$ cat config.mk
export PLATFORM = sky130hd
export DESIGN_NAME = shiftreg_rx_deser_flat
export DESIGN_NICKNAME = d
export VERILOG_FILES = /design/src/rtl/shiftreg_rx_deser_if.sv /design/src/rtl/shiftreg_rx_deser.sv /design/src/flat_wrapper.sv
export SDC_FILE = /design/constraint.sdc
export NUM_CORES = 1
export LEC_CHECK = 0
export CAP_MARGIN = 25
export CORE_AREA = 5 5 60 62
export CTS_BUF_LIST = sky130_fd_sc_hd__clkbuf_4 sky130_fd_sc_hd__clkbuf_8 sky130_fd_sc_hd__clkbuf_16
export DETAILED_ROUTE_END_ITERATION = 12
export DIE_AREA = 0 0 65 67
export PLACE_DENSITY = 0.61
export REMOVE_ABC_BUFFERS = 1
export SLEW_MARGIN = 10
export SYNTH_ARGS = -nofsm -noshare
export SYNTH_HDL_FRONTEND = slang
export SYNTH_SLANG_ARGS = --single-unit
$ cat constraint.sdc
create_clock -name clk -period 1.8 [get_ports clk]
set_input_delay 0.36 -clock clk [delete_from_list [all_inputs] [get_ports clk]]
set_output_delay 0.36 -clock clk [all_outputs]
set_load 0.1 [all_outputs]
$ cat src/rtl/shiftreg_rx_deser_if.sv
// Handshake/data bundle between the upstream PISO shift register, the
// serial-to-parallel receiver and the byte consumer.
interface shiftreg_rx_deser_if #(
  parameter int WIDTH = 8
);
  localparam int CNT_W = $clog2(WIDTH);

  logic             sin;
  logic             carga;
  logic             shift;
  logic             dato_ack;
  logic [WIDTH-1:0] dato_out;
  logic             dato_valid;
  logic             overrun;
  logic             busy;
  logic [CNT_W-1:0] bit_cnt;

  modport master (
    output sin, carga, shift, dato_ack,
    input  dato_out, dato_valid, overrun, busy, bit_cnt
  );

  modport slave (
    input  sin, carga, shift, dato_ack,
    output dato_out, dato_valid, overrun, busy, bit_cnt
  );
endinterface

$ cat src/rtl/shiftreg_rx_deser.sv
// Serial-to-parallel receiver: rebuilds MSB-first frames sampled on the
// upstream shift strobe and offers them through a valid/ack holding register.
module shiftreg_rx_deser #(
  parameter int WIDTH = 8
) (
  input  logic                clk,
  input  logic                reset_n,
  shiftreg_rx_deser_if.slave  bus
);
  localparam int CNT_W = $clog2(WIDTH);

  typedef enum logic [0:0] {
    ST_IDLE = 1'b0,
    ST_RECV = 1'b1
  } state_e;

  state_e           state_q, state_d;
  logic [CNT_W-1:0] cnt_q, cnt_d;
  // Only WIDTH-1 bits are ever needed: the last bit comes straight from sin.
  logic [WIDTH-2:0] sreg_q, sreg_d;
  logic [WIDTH-1:0] dato_out_q, dato_out_d;
  logic             dato_valid_q, dato_valid_d;
  logic             overrun_q, overrun_d;
  logic             busy_q, busy_d;
  logic             complete_s;
  logic [WIDTH-1:0] frame_s;

  assign frame_s = {sreg_q, bus.sin};

  // Frame assembly: carga restarts, shift samples sin and advances the FSM.
  always_comb begin
    state_d    = state_q;
    cnt_d      = cnt_q;
    sreg_d     = sreg_q;
    complete_s = 1'b0;
    if (bus.carga) begin
      state_d = ST_IDLE;
      cnt_d   = {CNT_W{1'b0}};
      sreg_d  = {(WIDTH-1){1'b0}};
    end else if (bus.shift) begin
      sreg_d = {sreg_q[WIDTH-3:0], bus.sin};
      case (state_q)
        ST_IDLE: begin
          state_d = ST_RECV;
          cnt_d   = CNT_W'(1);
        end
        ST_RECV: begin
          if (cnt_q == CNT_W'(WIDTH-1)) begin
            state_d    = ST_IDLE;
            cnt_d      = {CNT_W{1'b0}};
            complete_s = 1'b1;
          end else begin
            state_d = ST_RECV;
            cnt_d   = cnt_q + CNT_W'(1);
          end
        end
        default: begin
          state_d = ST_IDLE;
          cnt_d   = {CNT_W{1'b0}};
        end
      endcase
    end else begin
      state_d = state_q;
    end
    busy_d = (state_d == ST_RECV);
  end

  // Holding register: a completed frame replaces the byte only if it is free or acked now.
  always_comb begin
    dato_out_d   = dato_out_q;
    dato_valid_d = dato_valid_q;
    overrun_d    = overrun_q;
    if (complete_s) begin
      if (!dato_valid_q || bus.dato_ack) begin
        dato_out_d   = frame_s;
        dato_valid_d = 1'b1;
      end else begin
        overrun_d = 1'b1;
      end
    end else if (dato_valid_q && bus.dato_ack) begin
      dato_valid_d = 1'b0;
    end else begin
      dato_valid_d = dato_valid_q;
    end
  end

  // State and output registers with synchronous active-low reset.
  always_ff @(posedge clk) begin
    if (!reset_n) begin
      state_q      <= ST_IDLE;
      cnt_q        <= {CNT_W{1'b0}};
      sreg_q       <= {(WIDTH-1){1'b0}};
      dato_out_q   <= {WIDTH{1'b0}};
      dato_valid_q <= 1'b0;
      overrun_q    <= 1'b0;
      busy_q       <= 1'b0;
    end else begin
      state_q      <= state_d;
      cnt_q        <= cnt_d;
      sreg_q       <= sreg_d;
      dato_out_q   <= dato_out_d;
      dato_valid_q <= dato_valid_d;
      overrun_q    <= overrun_d;
      busy_q       <= busy_d;
    end
  end

  assign bus.dato_out   = dato_out_q;
  assign bus.dato_valid = dato_valid_q;
  assign bus.overrun    = overrun_q;
  assign bus.busy       = busy_q;
  assign bus.bit_cnt    = cnt_q;
endmodule

$ cat src/flat_wrapper.sv
// flat-port wrapper written by rule: the top's interface ports become plain ports
module shiftreg_rx_deser_flat 
#(
  parameter int WIDTH = 8
)
  (clk, reset_n, bus_sin, bus_carga, bus_shift, bus_dato_ack, bus_dato_out, bus_dato_valid, bus_overrun, bus_busy, bus_bit_cnt);
  shiftreg_rx_deser_if #(.WIDTH(WIDTH)) bus_i ();
  input  logic clk;
  input  logic reset_n;
  input wire logic [$bits(bus_i.sin)-1:0] bus_sin;
  input wire logic [$bits(bus_i.carga)-1:0] bus_carga;
  input wire logic [$bits(bus_i.shift)-1:0] bus_shift;
  input wire logic [$bits(bus_i.dato_ack)-1:0] bus_dato_ack;
  output wire logic [$bits(bus_i.dato_out)-1:0] bus_dato_out;
  output wire logic [$bits(bus_i.dato_valid)-1:0] bus_dato_valid;
  output wire logic [$bits(bus_i.overrun)-1:0] bus_overrun;
  output wire logic [$bits(bus_i.busy)-1:0] bus_busy;
  output wire logic [$bits(bus_i.bit_cnt)-1:0] bus_bit_cnt;
  assign bus_i.sin = bus_sin;
  assign bus_i.carga = bus_carga;
  assign bus_i.shift = bus_shift;
  assign bus_i.dato_ack = bus_dato_ack;
  assign bus_dato_out = bus_i.dato_out;
  assign bus_dato_valid = bus_i.dato_valid;
  assign bus_overrun = bus_i.overrun;
  assign bus_busy = bus_i.busy;
  assign bus_bit_cnt = bus_i.bit_cnt;
  shiftreg_rx_deser #(.WIDTH(WIDTH)) u_core (.clk(clk), .reset_n(reset_n), .bus(bus_i));
endmodule
==> results of run 1 <==
==> power breakdown <==
| group | switching [mW] | internal (mW) | total [mW] |
|---|---|---|---|
| registers | 0.00592 | 0.468 | 0.474 |
| logic | 0.0383 | 0.0305 | 0.0687 |
| clock network | 0.139 | 0.0827 | 0.222 |
==> metal layers <==
metal / track usage / vias to the layer above / part of all wire
li1: - / 328 / -
met1: 0.123 / 292 / 0.48
met2: 0.129 / 23 / 0.45
met3: 0.0152 / 2 / 0.063
met4: 0.0317 / 0 / 0.0074
met5: 0 / - / 0
==> cells in the mapped netlist (all sizes together) (2+ instances only) <==
cell type | count | share of area
dfxtp | 21 | 0.49
nand4b | 2 | 0.038
o21ai | 2 | 0.012
nand2b | 4 | 0.029
mux2i | 15 | 0.17
nand3 | 2 | 0.012
nor2 | 10 | 0.043
a21oi | 2 | 0.012
buf | 6 | 0.055
ha | 2 | 0.029
nand2 | 16 | 0.069
==> kinds of logic (layout without fill, tap and decap cells) <==
logic type,count (synthesis),after routing,share of synthesized area
flops,21,21,0.486
buf+inv,6,27,0.0550
compound gates,7,7,0.0492
fa+ha+maj,2,2,0.0289
mux,15,15,0.174
simple gates,35,35,0.207
==> how the worst max path moves through the flow <==
stage	start	end	slack (ns)
2_1_floorplan	u_core.bus.bit_cnt[0]	u_core.bus.dato_out[0]	-0.34
3_3_place_gp	bus_shift	u_core.bus.dato_out[3]	0.18
3_5_place_dp	bus_shift	u_core.bus.dato_out[4]	0.14
4_1_cts	u_core.bus.bit_cnt[0]	u_core.bus.dato_out[3]	0.12
5_1_grt	u_core.bus.bit_cnt[0]	u_core.bus.dato_out[3]	0.06
6_report	u_core.bus.bit_cnt[0]	u_core.bus.dato_out[0]	0.21
==> worst max-delay path: stages (launching register included) <==
cell and delay (ns):
dfxtp_1 0.45, ha_1 0.18, ha_1 0.27, nand4b_4 0.16, nor2b_4 0.15, buf_12 0.14
mux2i_1 0.17
==> area by class of cell <==
class                   instances  area share
clock buffers                   3      0.0179
clock inverters                 1     0.00398
multi-input cells              59       0.315
flip-flops and latches         21       0.334
well taps                      33      0.0328
repair buffers                 23       0.296
==> metrics by stage <==
step,cell area [um2],utilization,cells
floorplan,817,-,80
global placement,1210,0.407,135
detailed placement,1210,0.407,135
CTS,1240,0.416,139
global route,1260,0.423,140
finish,1260,0.423,140
==> state kept, by name, summed over array words and instances, names as in the netlist <==
| register | flops |
|---|---|
| u_core.bus.overrun | 1 |
| u_core.sreg_q | 7 |
| u_core.bus.dato_valid | 1 |
| u_core.state_q | 1 |
| u_core.bus.bit_cnt | 3 |
| u_core.bus.dato_out | 8 |
==> repair_timing <==
| item | CTS | global route |
|---|---|---|
| resized for setup | 0 | 0 |
| endpoints found under the setup margin | 0 | 1 |
| buffers inserted | 0 | 1 |
==> impl_metrics.prom, run 1 <==
# TYPE chip_impl_metric gauge
chip_impl_info{name="status",value="completed"} 1
chip_impl_metric{name="gr-usage-all-layers",unit=""} 0.0864
chip_impl_metric{name="ir_drop",unit="mV"} 0.465
chip_impl_metric{name="clock_skew",unit="ns"} 0.00771
chip_impl_metric{name="final-setup-viol-count",unit=""} 0
chip_impl_metric{name="rr_worst_depth",unit=""} 6
chip_impl_metric{name="dp_hpwl",unit="um"} 1290
chip_impl_info{name="hold_class",value="flip-flop to flip-flop"} 1
chip_impl_metric{name="routed_wl",unit="um"} 1760
chip_impl_metric{name="total_power_of_the_final_layout",unit="mW"} 0.764
chip_impl_metric{name="h-tree-depth",unit=""} 1
chip_impl_metric{name="maxClockFrequency",unit="GHz"} 0.627
chip_impl_metric{name="synth_enable_flop_cells",unit=""} 0
chip_impl_info{name="setup_repair_after_global_routing_missed_its_margin",value="no"} 1
chip_impl_metric{name="actual_transition_at_the_worst_max_transition_pin",unit="ns"} 0.412
chip_impl_metric{name="synth_seq_cells",unit=""} 21
chip_impl_metric{name="dp_worst_setup_slack",unit="ns"} 0.144
chip_impl_metric{name="leakage_power",unit="nW"} 0.484
chip_impl_metric{name="placement_rows",unit=""} 20
chip_impl_metric{name="port_buffers",unit=""} 19
chip_impl_metric{name="final_period_minus_worst_setup_slack",unit="ns"} 1.59
chip_impl_info{name="ys_dominant_reg_cell",value="dfxtp_1"} 1
chip_impl_metric{name="register_area",unit="um2"} 420
chip_impl_metric{name="hold_viol_final",unit=""} 0
chip_impl_metric{name="clk_pin_slew_worst_paths",unit="ns"} 0.12
chip_impl_metric{name="cts_buffers",unit=""} 3
chip_impl_metric{name="postSynth.asyncResetShare",unit=""} 0
chip_impl_metric{name="post-route-period-util",unit=""} 0.886
chip_impl_metric{name="postRouteAntennaNets",unit=""} 0
chip_impl_metric{name="grt_remaining_overflow",unit=""} 0
chip_impl_metric{name="average_footprint_of_a_synthesized_cell",unit="um2"} 10.1
chip_impl_metric{name="worst-path-max-fanout",unit=""} 8
chip_impl_info{name="layout_commonest_cell",value="dfxtp_1"} 1
chip_impl_metric{name="drv_slew",unit=""} 0
chip_impl_metric{name="cp.arrival",unit="ns"} 1.83
chip_impl_metric{name="design.core.area",unit="mm2"} 0.00298
chip_impl_info{name="final_cell_mix",value="dfxtp_1, nand2_1, mux2i_1, buf_12, nor2_1"} 1
chip_impl_metric{name="final_layout_size_suffix_gt1_frac",unit=""} 0.224
chip_impl_metric{name="globalplace.congestion",unit=""} 0.707
chip_impl_metric{name="detailroute.via_count",unit=""} 645
chip_impl_info{name="r2r_path_start",value="u_core.bus.bit_cnt[0]"} 1
chip_impl_metric{name="cells_after_synthesis",unit=""} 86
chip_impl_metric{name="fin_ws",unit="ns"} 0.206
chip_impl_metric{name="post_drt_wl_per_cell",unit="um"} 12.6
chip_impl_metric{name="cts_sinks",unit=""} 21
chip_impl_metric{name="area.growth.synth_to_final",unit="%"} 45.6
chip_impl_metric{name="synth_warnings",unit=""} 0
chip_impl_info{name="critical_path.endpoint_type",value="flip-flop"} 1
chip_impl_metric{name="first_global_vias",unit=""} 647
chip_impl_metric{name="grt_first_pass_wirelength",unit="um"} 2950
chip_impl_metric{name="fp.dieH",unit="um"} 67
chip_impl_metric{name="antenna-diode-count",unit=""} 0
chip_impl_metric{name="synth_seq_area_share",unit=""} 0.486
chip_impl_metric{name="die_area",unit="mm2"} 0.00436
chip_impl_metric{name="starting_density",unit=""} 0.290
chip_impl_metric{name="antenna_found_initial",unit=""} 0
chip_impl_info{name="r2r_end",value="u_core.bus.dato_out[0]"} 1
chip_impl_metric{name="cp_data_required_time",unit="ns"} 2.03
chip_impl_metric{name="fillerInstances",unit=""} 276
chip_impl_metric{name="cellPowerDensity",unit="mW/mm2"} 607
chip_impl_metric{name="io-pin-count",unit=""} 20
chip_impl_metric{name="multi_input_area",unit="um2"} 397
chip_impl_info{name="worst_hold_startpoint",value="u_core.sreg_q[6]"} 1
chip_impl_metric{name="maxCapViolCount",unit=""} 0
chip_impl_info{name="min_delay_worst_endpoint",value="u_core.bus.dato_out[7]"} 1
chip_impl_metric{name="grt_max_degree",unit=""} 16
chip_impl_metric{name="slew_headroom",unit=""} 0.725
chip_impl_metric{name="design.final.nets",unit=""} 116
chip_impl_metric{name="worst_hold_slack",unit="ns"} 0.487
chip_impl_metric{name="syn-cell-area",unit="um2"} 865
chip_impl_metric{name="viasPerCell",unit=""} 4.61
chip_impl_metric{name="holdPathStages",unit=""} 2
chip_impl_info{name="cts_tree",value="done"} 1
chip_impl_metric{name="cts_hold_buf",unit=""} 0
chip_impl_info{name="crit_type",value="flip-flop to flip-flop"} 1
chip_impl_metric{name="drt-initial-drc-count",unit=""} 28
chip_impl_info{name="cts_root_buf",value="clkbuf_4"} 1
chip_impl_metric{name="clk-insertion-delay-late",unit="ns"} 0.30
chip_impl_metric{name="r2r_setup_slack",unit="ns"} 0.21
chip_impl_metric{name="clockBufferDepth",unit=""} 2
chip_impl_info{name="critPathLaunchType",value="flip-flop"} 1
chip_impl_metric{name="setup_total_negative_slack",unit="ns"} 0
chip_impl_metric{name="dieWidth",unit="um"} 65
chip_impl_metric{name="dr.pass1.iters",unit=""} 4
chip_impl_metric{name="drc",unit=""} 0
chip_impl_metric{name="unique_masters_post_synth",unit=""} 18
Power figures use the tool's default switching activity.
==> run 2, diff against run 1 <==
--- a/config.mk
+++ b/config.mk
@@ -6,11 +6,12 @@
 export NUM_CORES = 1
 export LEC_CHECK = 0
 export CAP_MARGIN = 25
-export CORE_AREA = 5 5 60 62
+export CORE_AREA = 5 5 58 60
 export CTS_BUF_LIST = sky130_fd_sc_hd__clkbuf_4 sky130_fd_sc_hd__clkbuf_8 sky130_fd_sc_hd__clkbuf_16
 export DETAILED_ROUTE_END_ITERATION = 12
-export DIE_AREA = 0 0 65 67
-export PLACE_DENSITY = 0.61
+export DIE_AREA = 0 0 63 65
+export PLACE_DENSITY = 0.64
+export RECOVER_POWER = 100
 export REMOVE_ABC_BUFFERS = 1
 export SLEW_MARGIN = 10
 export SYNTH_ARGS = -nofsm -noshare
==> impl_metrics.prom, run 2 (synthesized netlist as in run 1, its figures left out) <==
# TYPE chip_impl_metric gauge
chip_impl_info{name="status",value="completed"} 1
chip_impl_metric{name="cp_data_required_time",unit="ns"} 1.44
chip_impl_info{name="critPathLaunchType",value="flip-flop"} 1
chip_impl_metric{name="grt_remaining_overflow",unit=""} 0
chip_impl_info{name="crit_start",value="u_core.state_q"} 1
chip_impl_metric{name="port_buffers",unit=""} 19
chip_impl_metric{name="post_cts_resized",unit=""} 0
chip_impl_metric{name="multi_input_area",unit="um2"} 397
chip_impl_metric{name="leakage_power",unit="nW"} 0.423
chip_impl_metric{name="gr-usage-all-layers",unit=""} 0.0881
chip_impl_metric{name="power.share.combinational",unit=""} 0.080
chip_impl_metric{name="fillerInstances",unit=""} 284
chip_impl_metric{name="drv_slew",unit=""} 0
chip_impl_info{name="layout_commonest_cell",value="dfxtp_1"} 1
chip_impl_metric{name="slew_headroom",unit=""} 0.533
chip_impl_metric{name="globalplace.congestion",unit=""} 0.686
chip_impl_metric{name="die_area",unit="mm2"} 0.00410
chip_impl_metric{name="area.growth.synth_to_final",unit="%"} 18.5
chip_impl_metric{name="routed_wl",unit="um"} 1610
chip_impl_metric{name="io-pin-count",unit=""} 20
chip_impl_info{name="hold_class",value="flip-flop to flip-flop"} 1
chip_impl_info{name="final_cell_mix",value="dfxtp_1, nand2_1, mux2i_1"} 1
chip_impl_metric{name="dr.pass1.iters",unit=""} 4
chip_impl_metric{name="clock_skew",unit="ns"} 0.00490
chip_impl_metric{name="hold_viol_final",unit=""} 0
chip_impl_info{name="cp_slowest_cell",value="dfxtp_1"} 1
chip_impl_metric{name="detailroute.via_count",unit=""} 617
chip_impl_metric{name="post_drt_wl_per_cell",unit="um"} 11.6
chip_impl_metric{name="post-route-util",unit=""} 0.356
chip_impl_metric{name="starting_density",unit=""} 0.300
chip_impl_metric{name="cts_buffers",unit=""} 3
chip_impl_info{name="endpoint",value="bus_busy"} 1
chip_impl_info{name="cts_tree",value="done"} 1
chip_impl_metric{name="drc",unit=""} 0
chip_impl_metric{name="fp.dieH",unit="um"} 65
chip_impl_metric{name="largest_stage_delay_worst_path",unit="ns"} 0.50
chip_impl_info{name="cts_root_buf",value="clkbuf_4"} 1
chip_impl_info{name="r2r_path_start",value="u_core.bus.bit_cnt[0]"} 1
chip_impl_metric{name="antenna-diode-count",unit=""} 0
chip_impl_metric{name="cellPowerDensity",unit="mW/mm2"} 739
chip_impl_metric{name="ir_drop",unit="mV"} 0.467
chip_impl_metric{name="setup_total_negative_slack",unit="ns"} 0
chip_impl_metric{name="largest_reg_flops",unit=""} 8
chip_impl_metric{name="rr_worst_depth",unit=""} 5
chip_impl_metric{name="finish.instance_area",unit="mm2"} 0.00102
chip_impl_info{name="crit_type",value="flip-flop to output pin"} 1
chip_impl_metric{name="cell_internal_pwr",unit="mW"} 0.574
chip_impl_info{name="cp_cell_sequence",value="buf_2"} 1
chip_impl_metric{name="cp.arrival",unit="ns"} 1.30
chip_impl_metric{name="maxCapViolCount",unit=""} 0
chip_impl_metric{name="critical_path_cell_count",unit=""} 1
chip_impl_info{name="setup_repair_after_global_routing_missed_its_margin",value="no"} 1
chip_impl_metric{name="dp_worst_setup_slack",unit="ns"} 0.137
chip_impl_metric{name="placement_rows",unit=""} 20
chip_impl_metric{name="worst-path-max-fanout",unit=""} 7
chip_impl_metric{name="post-route-period-util",unit=""} 0.921
chip_impl_metric{name="viasPerCell",unit=""} 4.44
chip_impl_metric{name="dieWidth",unit="um"} 63
chip_impl_metric{name="final_period_minus_worst_setup_slack",unit="ns"} 1.66
chip_impl_metric{name="final_layout_size_suffix_gt1_frac",unit=""} 0.208
chip_impl_metric{name="p_sw_frac",unit=""} 0.243
chip_impl_metric{name="h-tree-depth",unit=""} 1
chip_impl_metric{name="worst-path-buf-inv",unit=""} 1
chip_impl_metric{name="grt_max_degree",unit=""} 16
chip_impl_metric{name="fin_ws",unit="ns"} 0.142
chip_impl_metric{name="postPlaceCellArea",unit="mm2"} 0.00121
chip_impl_metric{name="clock_power_share",unit=""} 0.297
chip_impl_metric{name="cts_hold_buf",unit=""} 0
chip_impl_metric{name="clk_pin_slew_worst_paths",unit="ns"} 0.11
chip_impl_metric{name="clockBufferDepth",unit=""} 2
chip_impl_metric{name="first_global_vias",unit=""} 653
chip_impl_metric{name="actual_transition_at_the_worst_max_transition_pin",unit="ns"} 0.700
chip_impl_metric{name="final-setup-viol-count",unit=""} 0
chip_impl_metric{name="postRouteAntennaNets",unit=""} 0
chip_impl_info{name="critical_path.endpoint_type",value="output pin"} 1
chip_impl_info{name="r2r_end",value="u_core.bus.dato_out[1]"} 1
chip_impl_metric{name="p_switching",unit="mW"} 0.184
chip_impl_metric{name="design.final.nets",unit=""} 115
chip_impl_metric{name="post-cts-setup-buffer-count",unit=""} 0
chip_impl_metric{name="design.core.area",unit="mm2"} 0.00288
chip_impl_metric{name="r2r_setup_slack",unit="ns"} 0.23
chip_impl_metric{name="clk-insertion-delay-late",unit="ns"} 0.30
chip_impl_metric{name="drt-initial-drc-count",unit=""} 11
chip_impl_info{name="worst_path_dominant_cell_family",value="flip-flops"} 1
chip_impl_metric{name="grt_first_pass_wirelength",unit="um"} 2860
chip_impl_metric{name="cts_sinks",unit=""} 21
chip_impl_metric{name="register_area",unit="um2"} 420
chip_impl_metric{name="antenna_found_initial",unit=""} 0
chip_impl_metric{name="sequentialPowerShare",unit=""} 0.623
chip_impl_metric{name="dp_hpwl",unit="um"} 1210
chip_impl_metric{name="maxClockFrequency",unit="GHz"} 0.603
-- run 2: changes by cell type in the layout (fill, tap and decap cells not counted), sizes merged --
cell    before  now
buf         18    3
clkbuf       3   17
-- run 2: metal layers --
metal  global-route usage  up-vias  wire [um]
met5                    0        -          0
met2                0.136       16        715
li1                     -      325          -
met1                0.108      276        782
met4               0.0477        0          0
met3               0.0277        0        107
-- run 2: through the flow --
stage | power [mW] | hold WS (ns) | std cells
finish | 0.758 | 0.467 | 139
CTS | 0.778 | 0.479 | 139
floorplan | 0.511 | 0.437 | 80
detailed placement | 0.552 | 0.456 | 135
global route | 0.791 | 0.495 | 139
global placement | 0.551 | 0.455 | 135
-- run 2: power groups by stage --
stage               combinational, mW  clock (mW)  sequential (mW)
detailed placement             0.0683           0            0.484
finish                         0.0604       0.225            0.472
global route                   0.0653       0.252            0.473
CTS                            0.0684       0.236            0.474
floorplan                      0.0135           0            0.498
global placement               0.0675           0            0.484
-- run 2: worst min path at each step --
stage,cells after the start,startpoint,end
2_1_floorplan,2,u_core.sreg_q[6],u_core.bus.dato_out[7]
4_1_cts,2,u_core.sreg_q[6],u_core.bus.dato_out[7]
6_report,2,u_core.bus.dato_out[0],u_core.bus.dato_out[0]
5_1_grt,2,u_core.bus.dato_out[2],u_core.bus.dato_out[2]
3_3_place_gp,2,u_core.sreg_q[6],u_core.bus.dato_out[7]
3_5_place_dp,2,u_core.sreg_q[6],u_core.bus.dato_out[7]
-- run 2: area by class of cell --
class / instances / share of cell area
clock inverter: 1 / 0.00488
clock buffer: 3 / 0.0220
timing repair buffer: 22 / 0.136
multi-input combinational: 59 / 0.387
tap: 33 / 0.0403
sequential: 21 / 0.410
